[config.mk]
export PLATFORM = sky130hd
export DESIGN_NAME = mem_arbiter
export DESIGN_NICKNAME = d
export VERILOG_FILES = /design/src/rtl/mem_arbiter_pkg.sv /design/src/rtl/mem_arbiter_block_assembler.sv /design/src/rtl/mem_arbiter.sv
export SDC_FILE = /design/constraint.sdc
export NUM_CORES = 1
export LEC_CHECK = 0
export CORE_MARGIN = 2
export CORE_UTILIZATION = 46
export CTS_BUF_LIST = sky130_fd_sc_hd__clkbuf_8
export DETAILED_ROUTE_END_ITERATION = 12
export PLACE_DENSITY = 0.82
export SYNTH_ARGS = -nofsm -noshare
export SYNTH_HDL_FRONTEND = slang
export SYNTH_SLANG_ARGS = --single-unit
[constraint.sdc]
create_clock -name CLK -period 8.86 [get_ports CLK]
set_input_delay 1.772 -clock CLK [delete_from_list [all_inputs] [get_ports CLK]]
set_output_delay 1.772 -clock CLK [all_outputs]
set_load 0.01 [all_outputs]
[src/rtl/mem_arbiter_pkg.sv]
// Shared types and sizes for the icache/dcache to unified-memory arbiter.
// Word addresses are split into an icache half and a dcache half by the MSB.
package mem_arbiter_pkg;

   localparam int BEATS   = 4;
   localparam int DATA_W  = 32;
   localparam int BLOCK_W = BEATS * DATA_W;
   localparam int BLK_AW  = 6;
   localparam int WORD_AW = 9;
   localparam int BCNT_W  = $clog2(BEATS);

   localparam logic D_REGION = 1'b1;

   typedef enum logic [2:0] {
      IDLE,
      D_ACC,
      I_ACC,
      D_DONE,
      I_DONE
   } state_t;

   typedef enum logic {
      SIDE_D = 1'b0,
      SIDE_I = 1'b1
   } side_t;

endpackage

[src/rtl/mem_arbiter_block_assembler.sv]
// Gathers the word-sized beats of an icache block fetch into one wide block.
// bcnt selects the word slot being filled and the address of the next beat.
module block_assembler
   import mem_arbiter_pkg::*;
(
   input  logic                clk,
   input  logic                rst,
   input  logic                clear,
   input  logic                capture,
   input  logic [DATA_W-1:0]   word,
   output logic [BCNT_W-1:0]   bcnt,
   output logic [BLOCK_W-1:0]  block,
   output logic                last_beat
);

   logic [BCNT_W-1:0] bcnt_reg;

   assign last_beat = (bcnt_reg == BCNT_W'(BEATS - 1));
   assign bcnt      = bcnt_reg;

   always_ff @(posedge clk or posedge rst) begin
      if (rst) begin
         bcnt_reg <= '0;
      end else if (clear) begin
         bcnt_reg <= '0;
      end else if (capture && !last_beat) begin
         bcnt_reg <= bcnt_reg + BCNT_W'(1);
      end
   end

   generate
      for (genvar gi = 0; gi < BEATS; gi++) begin : g_word
         logic [DATA_W-1:0] word_reg;

         always_ff @(posedge clk or posedge rst) begin
            if (rst) begin
               word_reg <= '0;
            end else if (capture && (bcnt_reg == BCNT_W'(gi))) begin
               word_reg <= word;
            end
         end

         assign block[DATA_W*gi +: DATA_W] = word_reg;
      end
   endgenerate

endmodule

[src/rtl/mem_arbiter.sv]
// Round-robin arbiter giving the icache (4-beat block reads) and the dcache
// (single-word reads/writes) shared access to one 32-bit unified memory.
module mem_arbiter
   import mem_arbiter_pkg::*;
(
   input  logic                CLK,
   input  logic                RESET,
   input  logic                I_READ,
   input  logic [BLK_AW-1:0]   I_ADDRESS,
   output logic [BLOCK_W-1:0]  I_READDATA,
   output logic                I_BUSYWAIT,
   input  logic                D_READ,
   input  logic                D_WRITE,
   input  logic [BLK_AW-1:0]   D_ADDRESS,
   input  logic [DATA_W-1:0]   D_WRITEDATA,
   output logic [DATA_W-1:0]   D_READDATA,
   output logic                D_BUSYWAIT,
   output logic                MEM_READ,
   output logic                MEM_WRITE,
   output logic [WORD_AW-1:0]  MEM_ADDRESS,
   output logic [DATA_W-1:0]   MEM_WRITEDATA,
   input  logic [DATA_W-1:0]   MEM_READDATA,
   input  logic                MEM_BUSYWAIT
);

   state_t              state_reg, state_next;
   side_t               last_grant_reg;
   logic                seen_busy_reg;
   logic                mem_read_reg, mem_write_reg;
   logic [WORD_AW-1:0]  mem_address_reg;
   logic [DATA_W-1:0]   mem_writedata_reg, d_readdata_reg;

   logic                d_req, access_active, complete;
   logic                grant_d, grant_i, beat_capture, last_beat;
   logic [BCNT_W-1:0]   bcnt;

   assign d_req         = D_READ | D_WRITE;
   assign access_active = mem_read_reg | mem_write_reg;
   // An access ends on the first edge that sees busy low after it was seen high.
   assign complete      = access_active && seen_busy_reg && !MEM_BUSYWAIT;
   assign beat_capture  = (state_reg == I_ACC) && complete;

   block_assembler u_block_assembler (
      .clk       (CLK),
      .rst       (RESET),
      .clear     (grant_i),
      .capture   (beat_capture),
      .word      (MEM_READDATA),
      .bcnt      (bcnt),
      .block     (I_READDATA),
      .last_beat (last_beat)
   );

   always_ff @(posedge CLK or posedge RESET) begin
      if (RESET) begin
         state_reg <= IDLE;
      end else begin
         state_reg <= state_next;
      end
   end

   always_comb begin
      state_next = state_reg;
      grant_d    = 1'b0;
      grant_i    = 1'b0;
      case (state_reg)
         IDLE: begin
            if (d_req && (!I_READ || (last_grant_reg == SIDE_I))) begin
               grant_d    = 1'b1;
               state_next = D_ACC;
            end else if (I_READ) begin
               grant_i    = 1'b1;
               state_next = I_ACC;
            end
         end
         D_ACC:   if (complete) state_next = D_DONE;
         I_ACC:   if (complete && last_beat) state_next = I_DONE;
         default: state_next = IDLE;
      endcase
   end

   always_comb begin
      D_BUSYWAIT = d_req && (state_reg != D_DONE);
      I_BUSYWAIT = I_READ && (state_reg != I_DONE);
   end

   // Strobes are dropped on every completion edge; between icache beats the
   // strobe-low cycle in I_ACC reissues the read for the next word.
   always_ff @(posedge CLK or posedge RESET) begin
      if (RESET) begin
         last_grant_reg    <= SIDE_I;
         seen_busy_reg     <= 1'b0;
         mem_read_reg      <= 1'b0;
         mem_write_reg     <= 1'b0;
         mem_address_reg   <= '0;
         mem_writedata_reg <= '0;
         d_readdata_reg    <= '0;
      end else begin
         if (access_active && MEM_BUSYWAIT) begin
            seen_busy_reg <= 1'b1;
         end
         if (grant_d) begin
            mem_write_reg     <= D_WRITE;
            mem_read_reg      <= !D_WRITE;
            mem_address_reg   <= {D_REGION, {(WORD_AW-BLK_AW-1){1'b0}}, D_ADDRESS};
            mem_writedata_reg <= D_WRITEDATA;
            seen_busy_reg     <= 1'b0;
            last_grant_reg    <= SIDE_D;
         end else if (grant_i) begin
            mem_read_reg      <= 1'b1;
            mem_address_reg   <= {~D_REGION, I_ADDRESS, {BCNT_W{1'b0}}};
            seen_busy_reg     <= 1'b0;
            last_grant_reg    <= SIDE_I;
         end else if ((state_reg == D_ACC) && complete) begin
            if (mem_read_reg) begin
               d_readdata_reg <= MEM_READDATA;
            end
            mem_read_reg  <= 1'b0;
            mem_write_reg <= 1'b0;
         end else if ((state_reg == I_ACC) && complete) begin
            mem_read_reg <= 1'b0;
         end else if ((state_reg == I_ACC) && !access_active) begin
            mem_read_reg    <= 1'b1;
            mem_address_reg <= {~D_REGION, I_ADDRESS, bcnt};
            seen_busy_reg   <= 1'b0;
         end
      end
   end

   assign MEM_READ      = mem_read_reg;
   assign MEM_WRITE     = mem_write_reg;
   assign MEM_ADDRESS   = mem_address_reg;
   assign MEM_WRITEDATA = mem_writedata_reg;
   assign D_READDATA    = d_readdata_reg;

endmodule

======== Word-level counts from Yosys, hierarchy flattened ========
Cells that the tools add are included.
W data, S select, Z words.
cells by class
  add/sub/neg operators ................... 1
  eq/ne operators ......................... 13
  muxes and demuxes ....................... 33
  bitwise operators ....................... 4
  reductions and logical operators ........ 32
operators with widths
  operator               count
  $mux W9                5
  $mux W1                21
  $logic_and A1 B1 Y1    15
  $mux W3                4
  $ne A3 B3 Y1 const B   4
  $pmux W3 S3            1
  $ne A2 B2 Y1 const B   3
  $reduce_and A3 Y1      2
  $reduce_bool A2 Y1     3
  $logic_not A1 Y1       5
  $reduce_bool A5 Y1     1
  $eq A2 B2 Y1 const B   2
  $mux W2                2
  $reduce_and A4 Y1      1
  $eq A3 B1 Y1 const B   1
  $eq A3 B2 Y1 const B   1
  $logic_not A3 Y1       1
  $ne A3 B2 Y1 const B   1
  $reduce_bool A3 Y1     1
  $add A2 B1 Y2 const B  1
  $eq A2 B1 Y1 const B   1
  $logic_not A2 Y1       1
  $not A1 Y1             2
  $or A1 B1 Y1           2
  other kinds (2)        2
storage, ports and cells
  register bits after elaboration ......... 210
  word-level logic and storage cells ...... 96

======== Logic depth before layout (Yosys ltp) ========
Gate-level depths: netlist (run 1).
  word-level depth ........................ 8
  depth in mapped cells ................... 6
  mapped depth without buffers ............ 4

======== Cells and area by module ========
A second synthesis (run 1) with hierarchy kept.
unflattened totals
  cells, all modules ...................... 507
  area, all modules ....................... 8216.6 µm²
modules (own cells, without submodules)
  module           instances  cells each  area an instance (µm²)  sequential area each (µm²)
  block_assembler  1          287         4892.2                  3253.1
  mem_arbiter      1          220         3324.4                  2003.2

======== Worst setup path before layout (run 1) ========
Ideal clock, no wire load.
  path type ............................... input port to output port
  start ................................... input D_WRITE
  end ..................................... output D_BUSYWAIT
  arrival ................................. 2.026 ns
  data required time ...................... 7.088 ns
  path slack .............................. 5.062 ns
  stages .................................. 2
  path buffers ............................ 0
  cells stage by stage .................... nor2_1 a31oi_1
on the way
  word-level cells in the longest chain between the ends .. 2
RTL lines
  element              RTL line           RTL
  from (decl)          mem_arbiter.sv:13  input logic D_WRITE,
  $or A1 B1 Y1         mem_arbiter.sv:37  assign d_req = D_READ | D_WRITE;
  $logic_and A1 B1 Y1  mem_arbiter.sv:83  D_BUSYWAIT = d_req && (state_reg != D_DONE);
  to (decl)            mem_arbiter.sv:17  output logic D_BUSYWAIT,
Every way passes these cells.

======== Worst setup path in the final report (run 1) ========
Ends and elaborated chain as after synthesis.

==> results of run 1 <==
## metal layers
metal	vias up	part of all wire, %
met2	241	50
met4	0	3.1
met1	2674	37
met3	49	10
li1	2393	-
met5	-	0
## placed cells by master, fill, tap and decap left out, types with 2 or more instances in the layout
cell and count:
nor2_1 16, nand3b_1 3, o21ai_0 5, inv_6 2, clkbuf_8 45, nand2_4 4, nor3b_1 2, mux2_4 35
ha_1 4, inv_1 24, clkdlybuf4s50_1 286, clkinv_2 3, a22oi_1 3, dfrtp_1 209, mux2i_1 5, mux2_2 157
a22o_1 2, nand2_1 2, a21oi_1 8
## through the flow
stage	instance area, um2	cells	utilization [%]	hold slack (ns)
final	12000	1061	68.6	0.502
after global routing	12000	1061	68.6	0.511
after CTS	12000	1061	68.6	0.505
after detailed placement	11200	994	64.5	0.493
after global placement	11200	994	64.5	0.487
after floorplan	8250	504	-	0.485
## worst max-delay path, cell delays in order
cell and delay [ns]:
clkdlybuf4s50_1 0.58, nor2_1 0.07, a31oi_1 0.14, clkdlybuf4s50_1 0.55
## path summary, 6_finish.rpt
check / start / to / slack, ns / cells past startpoint
worst max-delay path: D_WRITE / D_BUSYWAIT / 3.98 / 4
worst min-delay path: u_block_assembler.g_word[2].word_reg[23]$_DFFE_PP0P_ / u_block_assembler.g_word[2].word_reg[23]$_DFFE_PP0P_ / 0.50 / 1
worst max register to register: state_reg[0]$_DFFE_PP0P_ / D_READDATA[15]$_DFFE_PP0P_ / 6.32 / 3
worst min register to register: u_block_assembler.g_word[2].word_reg[23]$_DFFE_PP0P_ / u_block_assembler.g_word[2].word_reg[23]$_DFFE_PP0P_ / 0.50 / 1
max in group asynchronous: RESET / u_block_assembler.g_word[2].word_reg[18]$_DFFE_PP0P_ / 5.46 / 3
min in group asynchronous: RESET / MEM_WRITEDATA[31]$_DFFE_PP0N_ / 1.85 / 2
## final cells by class
cell class / count / area [um2] / share of cell area [%]
Clock inverter: 22 / 105 / 0.879
Multi-Input combinational cell: 262 / 2780 / 23.2
Timing Repair Buffer: 287 / 2870 / 24.0
Inverter: 10 / 45.0 / 0.377
Sequential cell: 210 / 5260 / 44.0
Tap cell: 225 / 282 / 2.35
Clock buffer: 45 / 619 / 5.18
## report_power, final
part	internal (mW)	switching (mW)	total [mW]	leakage (nW)
Combinational	1.13	0.682	1.81	2.43
Clock	0.463	0.384	0.847	0.429
Sequential	1.39	0.247	1.64	2.64
Total	2.99	1.31	4.30	5.49
## kinds of logic (layout without fill, tap and decap cells)
group           Yosys count  in the layout  share of synthesized area [%]
compound gates           23             23                           1.77
flops                   210            210                           63.7
fa+ha+maj                 4              4                          0.607
xor+xnor                  1              1                          0.106
simple gates             37             37                           2.72
buf+inv                  32            364                           2.65
mux                     197            197                           28.4
==> impl_results.md, run 1 <==
- Clock Pin Slew Worst Setup and Hold Paths: 0.06 ns
- Total die area: 19000 um2
- Setup TNS: 0 ns
- Status: complete, no violations
- Peak supply drop: 193 uV
- Sink Count: 210
- # setup viols final: 0
- Clock latency on the worst-skew pair: 0.51 ns
- Vert. Die Dim: 138 um
- Diodes inserted: 0
- Root Buffer: clkbuf_8
- Unrepaired setup endpoints after global routing: no
- Via-per-instance ratio: 5.05
- Area grow syn2layout: 44.9%
- TritonRoute pass-1 iters: 4
- Crit. End Element: output pin
- Final period utilization: 55.1%
- H-tree depth: 2
- Post-Syn Instances: 504
- Dpl hpwl: 13.9 mm
- MaxCap Viol Count: 0
- Crit path kind: primary input to output pin
- Min Tclk post-route: 4.88 ns
- Fin Clk Skew: 0.0106 ns
- Area contributors post-synth: dfrtp_1, mux2_2, mux2_4, buf_6, nor2_1
- Vias in the first global route: 5831
- Routed length per instance: 19.2 um
- Dpl ws: 3.98 ns
- Count leader, synth: dfrtp_1
- Mapped Area: 8250 um2
- Die Span X: 138 um
- FILL cells: 1213
- Initial antenna violation count: 0
- Core area: 17400 um2
- CTS Buf Count: 37
- Final ANT Viol Nets: 0
- GRT overflow: 0
- Overall Global Routing Usage: 21.2%
- Synth top cells by count: dfrtp_1, mux2_2, mux2_4
- Residual DRC: 0
- Worst hold path class: flop to flop
- First-iteration detailed-routing DRC count: 129
- Startpoint class of the critical path: primary input
- Yosys warning total: 0
- CP Data Required Time: 7.09 ns
- PortBufs: 286
- Worst slew pin tran: 1.08 ns
- Power Total: 4.30 mW
- CTS tree: yes
- Starting Density: 47.4%
- Power per cell area: 360 nW/um2
- Cell variety after synth: 34
- Met1 GRT Util: 23.6%
- Final Max Slew Viols: 0
- Post-Syn Nets: 590
- Leakage: 5.49 nW
- Flops & latches, synth: 210
- Setup bufs post-CTS: 0
- Nets@finish: 894
- Global placement routability congestion: 0.793
- Worst EP arrival: 3.11 ns
- Post-cts resize count: 0
- Setup ws final: 3.98 ns
- Layout cells sized above 1: 30.6%
- Num ports: 287
- CTS max path bufs: 3
- Relative slew slack: 27.8%
- Rows: 48
- Synth Flop Type: dfrtp_1
- Drt total wl: 20.4 mm
- Final Hold Fails: 0
- Crit-path max FO: 6
- DR vias: 5357
- Yosys top cell area share: 63.4%
- Met3 Usage GRT: 7.82%
- Largest register FFs: 128
- Pin count of the biggest net entering global routing: 127
- Synth area leader: dfrtp_1
- First-pass GRT wire length: 30.8 mm
- Sequential cell area fraction in the yosys report: 63.7%
- Post-synth EDFFs: 0
- Fmax: 0.205 GHz
- Syn Area/Cell: 16.4 um2
- Met2 Use GR: 36.4%
- Ys async rst share: 100%
- Most Crowded Layer GR: met2
- CTS Hold Bufs: 0
No activity file was read; power rests on OpenSTA's default activity.
==> run 2: changes to the inputs <==
--- a/config.mk
+++ b/config.mk
@@ -6,10 +6,10 @@
 export NUM_CORES = 1
 export LEC_CHECK = 0
 export CORE_MARGIN = 2
-export CORE_UTILIZATION = 46
+export CORE_UTILIZATION = 42
 export CTS_BUF_LIST = sky130_fd_sc_hd__clkbuf_8
 export DETAILED_ROUTE_END_ITERATION = 12
-export PLACE_DENSITY = 0.82
+export PLACE_DENSITY = 0.79
 export SYNTH_ARGS = -nofsm -noshare
 export SYNTH_HDL_FRONTEND = slang
 export SYNTH_SLANG_ARGS = --single-unit
==> constraint.sdc (replaced) <==
create_clock -name CLK -period 4.4 [get_ports CLK]
set_input_delay 0.88 -clock CLK [delete_from_list [all_inputs] [get_ports CLK]]
set_output_delay 0.88 -clock CLK [all_outputs]
set_load 0.01 [all_outputs]
==> impl_results.md, run 2 (synthesis results as in run 1) <==
- Global placement routability congestion: 0.797 (was 0.793)
- First-iteration detailed-routing DRC count: 183 (was 129)
- CP Capture Point: D_BUSYWAIT (unchanged)
- Largest register FFs: 128 (unchanged)
- CP startpoint: D_WRITE (unchanged)
- Initial antenna violation count: 0 (unchanged)
- Area grow syn2layout: 45.3% (was 44.9%)
- Internal reg-to-reg setup slack: 1.91 ns (was 6.32 ns)
- Rows: 51 (was 48)
- Diodes inserted: 0 (unchanged)
- CTS tree: yes (unchanged)
- Die Span X: 144 um (was 138 um)
- Via-per-instance ratio: 4.87 (was 5.05)
- Clock Pin Slew Worst Setup and Hold Paths: 0.06 ns (about the same)
- Vias in the first global route: 5795 (was 5831)
- Power per cell area: 717 nW/um2 (was 360 nW/um2)
- Drt total wl: 20.9 mm (was 20.4 mm)
- Final Max Slew Viols: 0 (unchanged)
- CTS max path bufs: 3 (unchanged)
- Starting Density: 42.7% (was 47.4%)
- TritonRoute pass-1 iters: 5 (was 4)
- First-pass GRT wire length: 31.7 mm (was 30.8 mm)
- # setup viols final: 0 (unchanged)
- CP Data Required Time: 3.52 ns (was 7.09 ns)
- Min Tclk post-route: 3.17 ns
- CTS Hold Bufs: 0 (unchanged)
- Clock latency on the worst-skew pair: 0.49 ns (was 0.51 ns)
- PortBufs: 286 (unchanged)
- Vert. Die Dim: 144 um (was 138 um)
- Fin Clk Skew: 0.00972 ns (was 0.0106 ns)
- Residual DRC: 0 (unchanged)
- Status: complete, no violations (unchanged)
- Power Total: 8.59 mW (was 4.30 mW)
- Routed length per instance: 19.1 um (was 19.2 um)
- Fmax: 0.315 GHz
- Crit-path max FO: 6 (unchanged)
- Overall Global Routing Usage: 19.6% (was 21.2%)
- MaxCap Viol Count: 0 (unchanged)
- Reg2reg end: MEM_WRITEDATA[0]$_DFFE_PP0N_ (was D_READDATA[15]$_DFFE_PP0P_)
- Nets@finish: 895 (was 894)
- CTS Buf Count: 35 (was 37)
- Total die area: 20800 um2 (was 19000 um2)
- Sink Count: 210 (unchanged)
- Final period utilization: 72.0%
- Crit path kind: primary input to output pin (unchanged)
- Unrepaired setup endpoints after global routing: no (unchanged)
- Worst EP arrival: 2.29 ns (was 3.11 ns)
- Worst slew pin tran: 1.14 ns (was 1.08 ns)
- Layout cells sized above 1: 30.4% (was 30.6%)
- Pin count of the biggest net entering global routing: 122 (was 127)
- DR vias: 5333 (was 5357)
- H-tree depth: 2 (unchanged)
- Dpl hpwl: 14.4 mm (was 13.9 mm)
- Commonest non-fill, non-tap cell in the layout: clkdlybuf4s50_1 (unchanged)
- Setup bufs post-CTS: 0 (unchanged)
- Worst hold path class: flop to flop (unchanged)
- Relative slew slack: 24.0% (was 27.8%)
- Post-cts resize count: 0 (unchanged)
- Core area: 19300 um2 (was 17400 um2)
- Crit. End Element: output pin (unchanged)
- Most frequent cells in the layout: clkdlybuf4s50_1, dfrtp_1, mux2_2 (unchanged)
- Final Hold Fails: 0 (unchanged)
- Final ANT Viol Nets: 0 (unchanged)
- Setup TNS: 0 ns (unchanged)
- Leakage: 5.48 nW (was 5.49 nW)
- Num ports: 287 (unchanged)
- GRT overflow: 0 (unchanged)
- Startpoint class of the critical path: primary input (unchanged)
- RR Startpoint: state_reg[0]$_DFFE_PP0P_ (unchanged)
- Peak supply drop: 368 uV (was 193 uV)
- Worst Reg2Reg Path Length in Cells: 3 (unchanged)
- Root Buffer: clkbuf_8 (unchanged)
-- run 2: changes by cell type in the layout (fill, tap and decap cells not counted), sizes merged --
cell    before  now
inv         27   22
buf          1    4
clkinv       4    1
-- run 2: worst min-delay path by stage --
stage / to / cells after the start / from
floorplan: last_grant_reg$_DFFE_PP1P_ / 2 / last_grant_reg$_DFFE_PP1P_
global placement: MEM_WRITEDATA[13]$_DFFE_PP0N_ / 1 / MEM_WRITEDATA[13]$_DFFE_PP0N_
detailed placement: u_block_assembler.g_word[0].word_reg[21]$_DFFE_PP0P_ / 1 / u_block_assembler.g_word[0].word_reg[21]$_DFFE_PP0P_
CTS: u_block_assembler.g_word[0].word_reg[21]$_DFFE_PP0P_ / 1 / u_block_assembler.g_word[0].word_reg[21]$_DFFE_PP0P_
global route: D_READDATA[22]$_DFFE_PP0P_ / 1 / D_READDATA[22]$_DFFE_PP0P_
finish: u_block_assembler.g_word[1].word_reg[8]$_DFFE_PP0P_ / 1 / u_block_assembler.g_word[1].word_reg[8]$_DFFE_PP0P_
-- run 2: critical path: stages --
cell,delay (ns)
clkdlybuf4s50_1,0.60
nor2_1,0.10
a31oi_1,0.16
clkdlybuf4s50_1,0.56
-- run 2: area by class of cell --
cell class / count / area (um2)
Sequential cell: 210 / 5260
Tap cell: 265 / 332
Clock inverter: 14 / 53.8
Inverter: 10 / 41.3
Clock buffer: 45 / 619
Timing Repair Buffer: 290 / 2910
Fill cell: 1443 / 7350
Multi-Input combinational cell: 262 / 2780
-- run 2: where the power goes --
part	switching [mW]	internal (mW)
registers	0.490	2.80
clock network	0.730	0.909
logic	1.38	2.28
total	2.60	5.99
-- run 2: through the flow --
stage | hold WS (ns) | cells | setup WS, ns | instance area (um2) | utilization [%]
floorplan | 0.485 | 504 | 0.793 | 8250 | -
global placement | 0.488 | 1037 | 1.30 | 11300 | 58.5
detailed placement | 0.493 | 1037 | 1.24 | 11300 | 58.5
CTS | 0.505 | 1096 | 1.23 | 12000 | 62.0
global route | 0.515 | 1096 | 1.17 | 12000 | 62.0
finish | 0.502 | 1096 | 1.23 | 12000 | 62.0
-- run 2: layer usage --
layer  up-vias  global-route usage [%]  part of all wire [%]
li1       2384                       -                     -
met1      2700                    22.8                    39
met2       222                    34.5                    50
met3        27                    6.29                   9.0
met4         0                    6.39                   1.8
met5         -                       0                     0
